`config.mk`:
```
export PLATFORM = sky130hd
export DESIGN_NAME = pc_sequencer
export DESIGN_NICKNAME = d
export VERILOG_FILES = /design/src/rtl/pc_sequencer.sv
export SDC_FILE = /design/constraint.sdc
export NUM_CORES = 1
export LEC_CHECK = 0
export BUFFER_PORTS_ARGS = -buffer_cell sky130_fd_sc_hd__buf_4
export CORE_AREA = 3 3 75 77
export DETAILED_ROUTE_END_ITERATION = 12
export DIE_AREA = 0 0 78 80
export PLACE_DENSITY = 0.72
export SLEW_MARGIN = 15
export SYNTH_ARGS = -nofsm -noshare
export SYNTH_HDL_FRONTEND = slang
export SYNTH_SLANG_ARGS = --single-unit
```
`constraint.sdc`:
```
create_clock -name clk_i -period 2.12 [get_ports clk_i]
set_input_delay 0.106 -clock clk_i [delete_from_list [all_inputs] [get_ports clk_i]]
set_output_delay 0.106 -clock clk_i [all_outputs]
set_load 0.005 [all_outputs]
```
`src/rtl/pc_sequencer.sv`:
```
// Program counter and fetch sequencer: drives program-memory address, buffers one
// instruction for the decoder and applies jump/call/return/skip/halt via a return stack.
module pc_sequencer #(
    parameter int unsigned            ADR_W       = 5,
    parameter int unsigned            DATA_W      = 16,
    parameter int unsigned            STACK_DEPTH = 4,
    parameter logic [ADR_W-1:0]       RESET_VEC   = '0
) (
    input  logic                             clk_i,
    input  logic                             rst_i,
    output logic [ADR_W-1:0]                 pm_adr_o,
    input  logic [DATA_W-1:0]                pm_data_i,
    output logic [DATA_W-1:0]                instr_o,
    output logic                             instr_valid_o,
    input  logic                             instr_ready_i,
    input  logic                             jmp_en_i,
    input  logic                             call_en_i,
    input  logic                             ret_en_i,
    input  logic                             skip_en_i,
    input  logic [ADR_W-1:0]                 jmp_adr_i,
    input  logic                             halt_req_i,
    input  logic                             run_i,
    output logic                             halted_o,
    output logic                             stk_err_o,
    output logic [$clog2(STACK_DEPTH):0]     sp_o
);

    localparam int unsigned IDX_W = $clog2(STACK_DEPTH);
    localparam int unsigned SP_W  = IDX_W + 1;

    typedef enum logic [1:0] {
        S_FETCH,
        S_RUN,
        S_HALT,
        S_ERR
    } state_t;

    state_t              state_q, state_d;
    logic [ADR_W-1:0]    pc_q, pc_d;
    logic [DATA_W-1:0]   instr_q, instr_d;
    logic                valid_q, valid_d;
    logic [SP_W-1:0]     sp_q, sp_d;
    logic [ADR_W-1:0]    stack_q [STACK_DEPTH];

    logic                push;
    logic                consume;
    logic                stk_empty;
    logic                stk_full;
    logic [IDX_W-1:0]    push_idx;
    logic [IDX_W-1:0]    top_idx;
    logic [ADR_W-1:0]    pc_inc;

    assign consume   = valid_q & instr_ready_i;
    assign stk_empty = (sp_q == '0);
    assign stk_full  = (sp_q == SP_W'(STACK_DEPTH));
    assign push_idx  = sp_q[IDX_W-1:0];
    assign top_idx   = IDX_W'(sp_q - SP_W'(1));
    assign pc_inc    = pc_q + ADR_W'(1);

    always_comb begin
        state_d = state_q;
        pc_d    = pc_q;
        instr_d = instr_q;
        valid_d = valid_q;
        sp_d    = sp_q;
        push    = 1'b0;

        case (state_q)
            S_FETCH: begin
                instr_d = pm_data_i;
                pc_d    = pc_inc;
                valid_d = 1'b1;
                state_d = S_RUN;
            end

            S_RUN: begin
                if (consume) begin
                    if (ret_en_i) begin
                        valid_d = 1'b0;
                        if (stk_empty) begin
                            state_d = S_ERR;
                        end else begin
                            pc_d    = stack_q[top_idx];
                            sp_d    = sp_q - SP_W'(1);
                            state_d = S_FETCH;
                        end
                    end else if (call_en_i) begin
                        valid_d = 1'b0;
                        if (stk_full) begin
                            state_d = S_ERR;
                        end else begin
                            push    = 1'b1;
                            pc_d    = jmp_adr_i;
                            sp_d    = sp_q + SP_W'(1);
                            state_d = S_FETCH;
                        end
                    end else if (jmp_en_i) begin
                        pc_d    = jmp_adr_i;
                        valid_d = 1'b0;
                        state_d = S_FETCH;
                    end else if (skip_en_i) begin
                        pc_d    = pc_inc;
                        valid_d = 1'b0;
                        state_d = S_FETCH;
                    end else if (halt_req_i) begin
                        valid_d = 1'b0;
                        state_d = S_HALT;
                    end else begin
                        instr_d = pm_data_i;
                        pc_d    = pc_inc;
                    end
                end
            end

            S_HALT: begin
                valid_d = 1'b0;
                // Resume performs the fetch in the same edge so valid follows run by one cycle.
                if (run_i) begin
                    instr_d = pm_data_i;
                    pc_d    = pc_inc;
                    valid_d = 1'b1;
                    state_d = S_RUN;
                end
            end

            S_ERR: begin
                valid_d = 1'b0;
            end

            default: begin
                state_d = S_ERR;
                valid_d = 1'b0;
            end
        endcase
    end

    always_ff @(posedge clk_i or posedge rst_i) begin
        if (rst_i) begin
            state_q <= S_FETCH;
            pc_q    <= RESET_VEC;
            instr_q <= '0;
            valid_q <= 1'b0;
            sp_q    <= '0;
        end else begin
            state_q <= state_d;
            pc_q    <= pc_d;
            instr_q <= instr_d;
            valid_q <= valid_d;
            sp_q    <= sp_d;
        end
    end

    always_ff @(posedge clk_i) begin
        if (push) begin
            stack_q[push_idx] <= pc_q;
        end
    end

    assign pm_adr_o      = pc_q;
    assign instr_o       = instr_q;
    assign instr_valid_o = valid_q;
    assign halted_o      = (state_q == S_HALT);
    assign stk_err_o     = (state_q == S_ERR);
    assign sp_o          = sp_q;

endmodule
```
==> flow_summary.ini <==
[status]
outcome = finished, final reports clean

[floorplan]
start_util_pct = 46.6
ios = 57
core-area_sq_um = 5070
dieWidth_um = 78
die_height_um = 80
rows = 26
die_area_sq_um = 6240

[cts]
cts_buffers = 5
cts-root-buf = clkbuf_8
post_cts_buffers = 0
cts_tree = done
clk_pin_slew_ns = 0.10
cts_buffer_depth = 2
htree_levels = 2
cts_num_sinks = 47
clock_latency_ns = 0.31

[run]
cap_viol_max_count = 0

[worst_setup_path]
cp_top_family = compound AO/OA/AOI/OAI gates
critPathMaxFanout = 7
max_stage_delay_ns = 0.51
critPathBufInv = 1
crit_slowest_cell = ha_1
worst_setup_path_end_kind = register
critical_path_class = reg2reg
crit_path_cell_trace = inv_1 > ha_1 > mux2i_1 > o221ai_1 > a211o_1 > a22o_1
worst_ep_arrival_time_ns = 2.14
worstPathRequired_ns = 2.33
critPathLaunchType = register

[yosys]
synth_flop_cell = dfrtp_1
seq_area_frac_synth_pct = 53.9
synth_edf_count = 20
yosys_warnings = 0
synth_cells = 177
async_flop_share_pct = 57.4
ys_types = 49
synth.area.top_cells = dfrtp_1, edfxtp_1, mux2_4
syn-num-nets = 213
synth_top_area_share_pct = 28.5
yosys.area.top_type = dfrtp_1
avgSynthCellArea_sq_um = 13.4
synth.cell_area_sq_um = 2370
ys_ff_latch = 47

[final_layout]
drive_gt1_share_pct = 41.1
syn2layout_area_growth_pct = 26.2
antennaDiodeCount = 0
fin_util_pct = 58.9
layout.nets = 276

[power]
power.total_mw = 3.46
combPwrFrac_pct = 40.9
internal_power_mw = 2.32
vdd_ir_drop_max_mv = 0.760
p_leak_nw = 1.31
p_per_area_nw_per_um2 = 1160
switching_share_pct = 33.0
p_clk_share_pct = 16.6
power.switching_mw = 1.14
p_seq_share_pct = 42.5

[sta]
post-route-period-util_pct = 91.0
hold_viol = 0
finalMaxSlewViolations = 0
slew_headroom_pct = 61.3
skew_ns = 0.00652
setup_slack_ns = 0.190
setup_viol = 0
rsz0062_at_grt = false
max_freq_mhz = 518
fin_setup_tns_ns = 0
period_minus_slack_ns = 1.93
hold_slack_ns = 0.0259
worst_slew_pin_slew_ns = 0.581

[route]
drt-wirelength-per-cell_um = 16.0
drt-total-wl_um = 4970
drt-initial-drc-count = 113
drcViolationCount = 0
num_vias = 1658
antenna_left = 0
drt-vias-per-instance = 5.33
drt_pass1_iterations = 4

[global_routing]
first_global_vias = 1713
grt_use_total_pct = 17.6
grt_max_degree = 28
antenna_found_initial = 0
grt_pass1_wl_um = 8450
grt-ovfl-total = 0

[place]
dp_hpwl_um = 3690
post-place-ws_ns = 0.167
portBuffers = 56
place_congestion = 0.854

[worst_hold_path]
hold_path_class = in2reg
[power groups by stage]
stage | combinational (mW) | sequential [mW] | clock (mW)
4_1_cts | 1.44 | 1.47 | 0.598
3_3_place_gp | 1.41 | 1.48 | 0
2_1_floorplan | 0.818 | 1.46 | 0
6_report | 1.42 | 1.47 | 0.575
3_5_place_dp | 1.44 | 1.49 | 0
5_1_grt | 1.57 | 1.51 | 0.634
[logic make-up (layout without fill, tap and decap cells)]
logic type,after synthesis,after routing,synth area share (%)
multiplexers,25,25,15.5
flip-flops,47,47,53.9
AO/OA/AOI/OAI,32,32,10.5
XOR/XNOR,5,5,1.85
adder cells (fa/ha/maj),6,6,3.17
AND/OR/NAND/NOR,47,47,12.1
buffers and inverters,15,79,3.01
[area by class of cell]
cell class	instances	area, sq um
repair buffers	63	475
well taps	70	87.6
multi-input cells	115	1020
clock inverters	3	27.5
clock buffers	5	68.8
flip-flops and latches	47	1280
fillers	436	2090
inverters	8	30.0
[registers in the layout, indices dropped and copies added (netlist names)]
name / cells
stack_q: 20
instr_o: 16
pm_adr_o: 5
sp_o: 3
state_q: 2
instr_valid_o: 1
[placed cells by master, fill, tap and decap left out, types with 3 or more instances in the layout]
cell,synthesis,layout
buf_4,1,62
dfrtp_1,27,27
edfxtp_1,20,20
mux2_4,12,12
inv_1,8,8
mux2_2,6,6
ha_1,6,6
nand2b_1,5,5
nand2_1,5,5
nor2_1,5,5
a21oi_1,5,5
clkbuf_8,0,5
nand3_1,4,4
o21ai_0,4,4
and2_1,6,4
mux4_2,4,4
nor3_1,3,3
mux2i_1,3,3
a31oi_1,3,3
and4_1,3,3
nor4_1,3,3
xnor2_1,3,3
[repair_timing]
item,in CTS,in global routing
endpoints found under the hold margin,27,0
setup endpoints to repair,0,10
resized for setup,0,2
hold buffers,1,0
[metal layers]
metal | wire (um) | GRT usage [%] | share of wire (%)
met5 | 0 | 0 | 0
met3 | 373 | 5.08 | 7.5
met4 | 73 | 6.29 | 1.5
met2 | 2340 | 27.1 | 47
met1 | 2180 | 23.7 | 44
[through the flow]
step	std cells	area [sq um]
floorplan	177	2370
finish	311	2990
detailed placement	302	2880
global route	311	2990
CTS	311	2990
global placement	302	2880
[synthesized netlist by cell type, drive strengths merged (2+ instances only)]
library cell	instances
ha	6
buf	5
nand2	5
xor2	2
a31oi	3
nand3	4
o2111ai	2
xnor2	3
mux2	18
nor4	4
a21boi	2
clkbuf	2
nor2b	2
nand3b	2
nor3	3
a311oi	2
a22o	2
nand2b	5
mux2i	3
or3	2
and4	3
inv	8
a21oi	5
nor2	5
o21ai	6
edfxtp	20
dfrtp	27
o211ai	2
mux4	4
and2	6
and2b	2
[path summary, 6_finish.rpt]
kind	from	to	slack (ns)	depth (start not counted)
max	sp_o[1]	pm_adr_o[3]	0.19	6
min	pm_data_i[6]	instr_o[6]	0.03	2
max reg2reg	sp_o[1]	pm_adr_o[3]	0.19	6
min reg2reg	instr_o[11]	instr_o[11]	0.52	1
max in group asynchronous	rst_i	pm_adr_o[2]	1.43	4
min in group asynchronous	rst_i	pm_adr_o[1]	0.43	4
(Power assumes the default switching activity.)
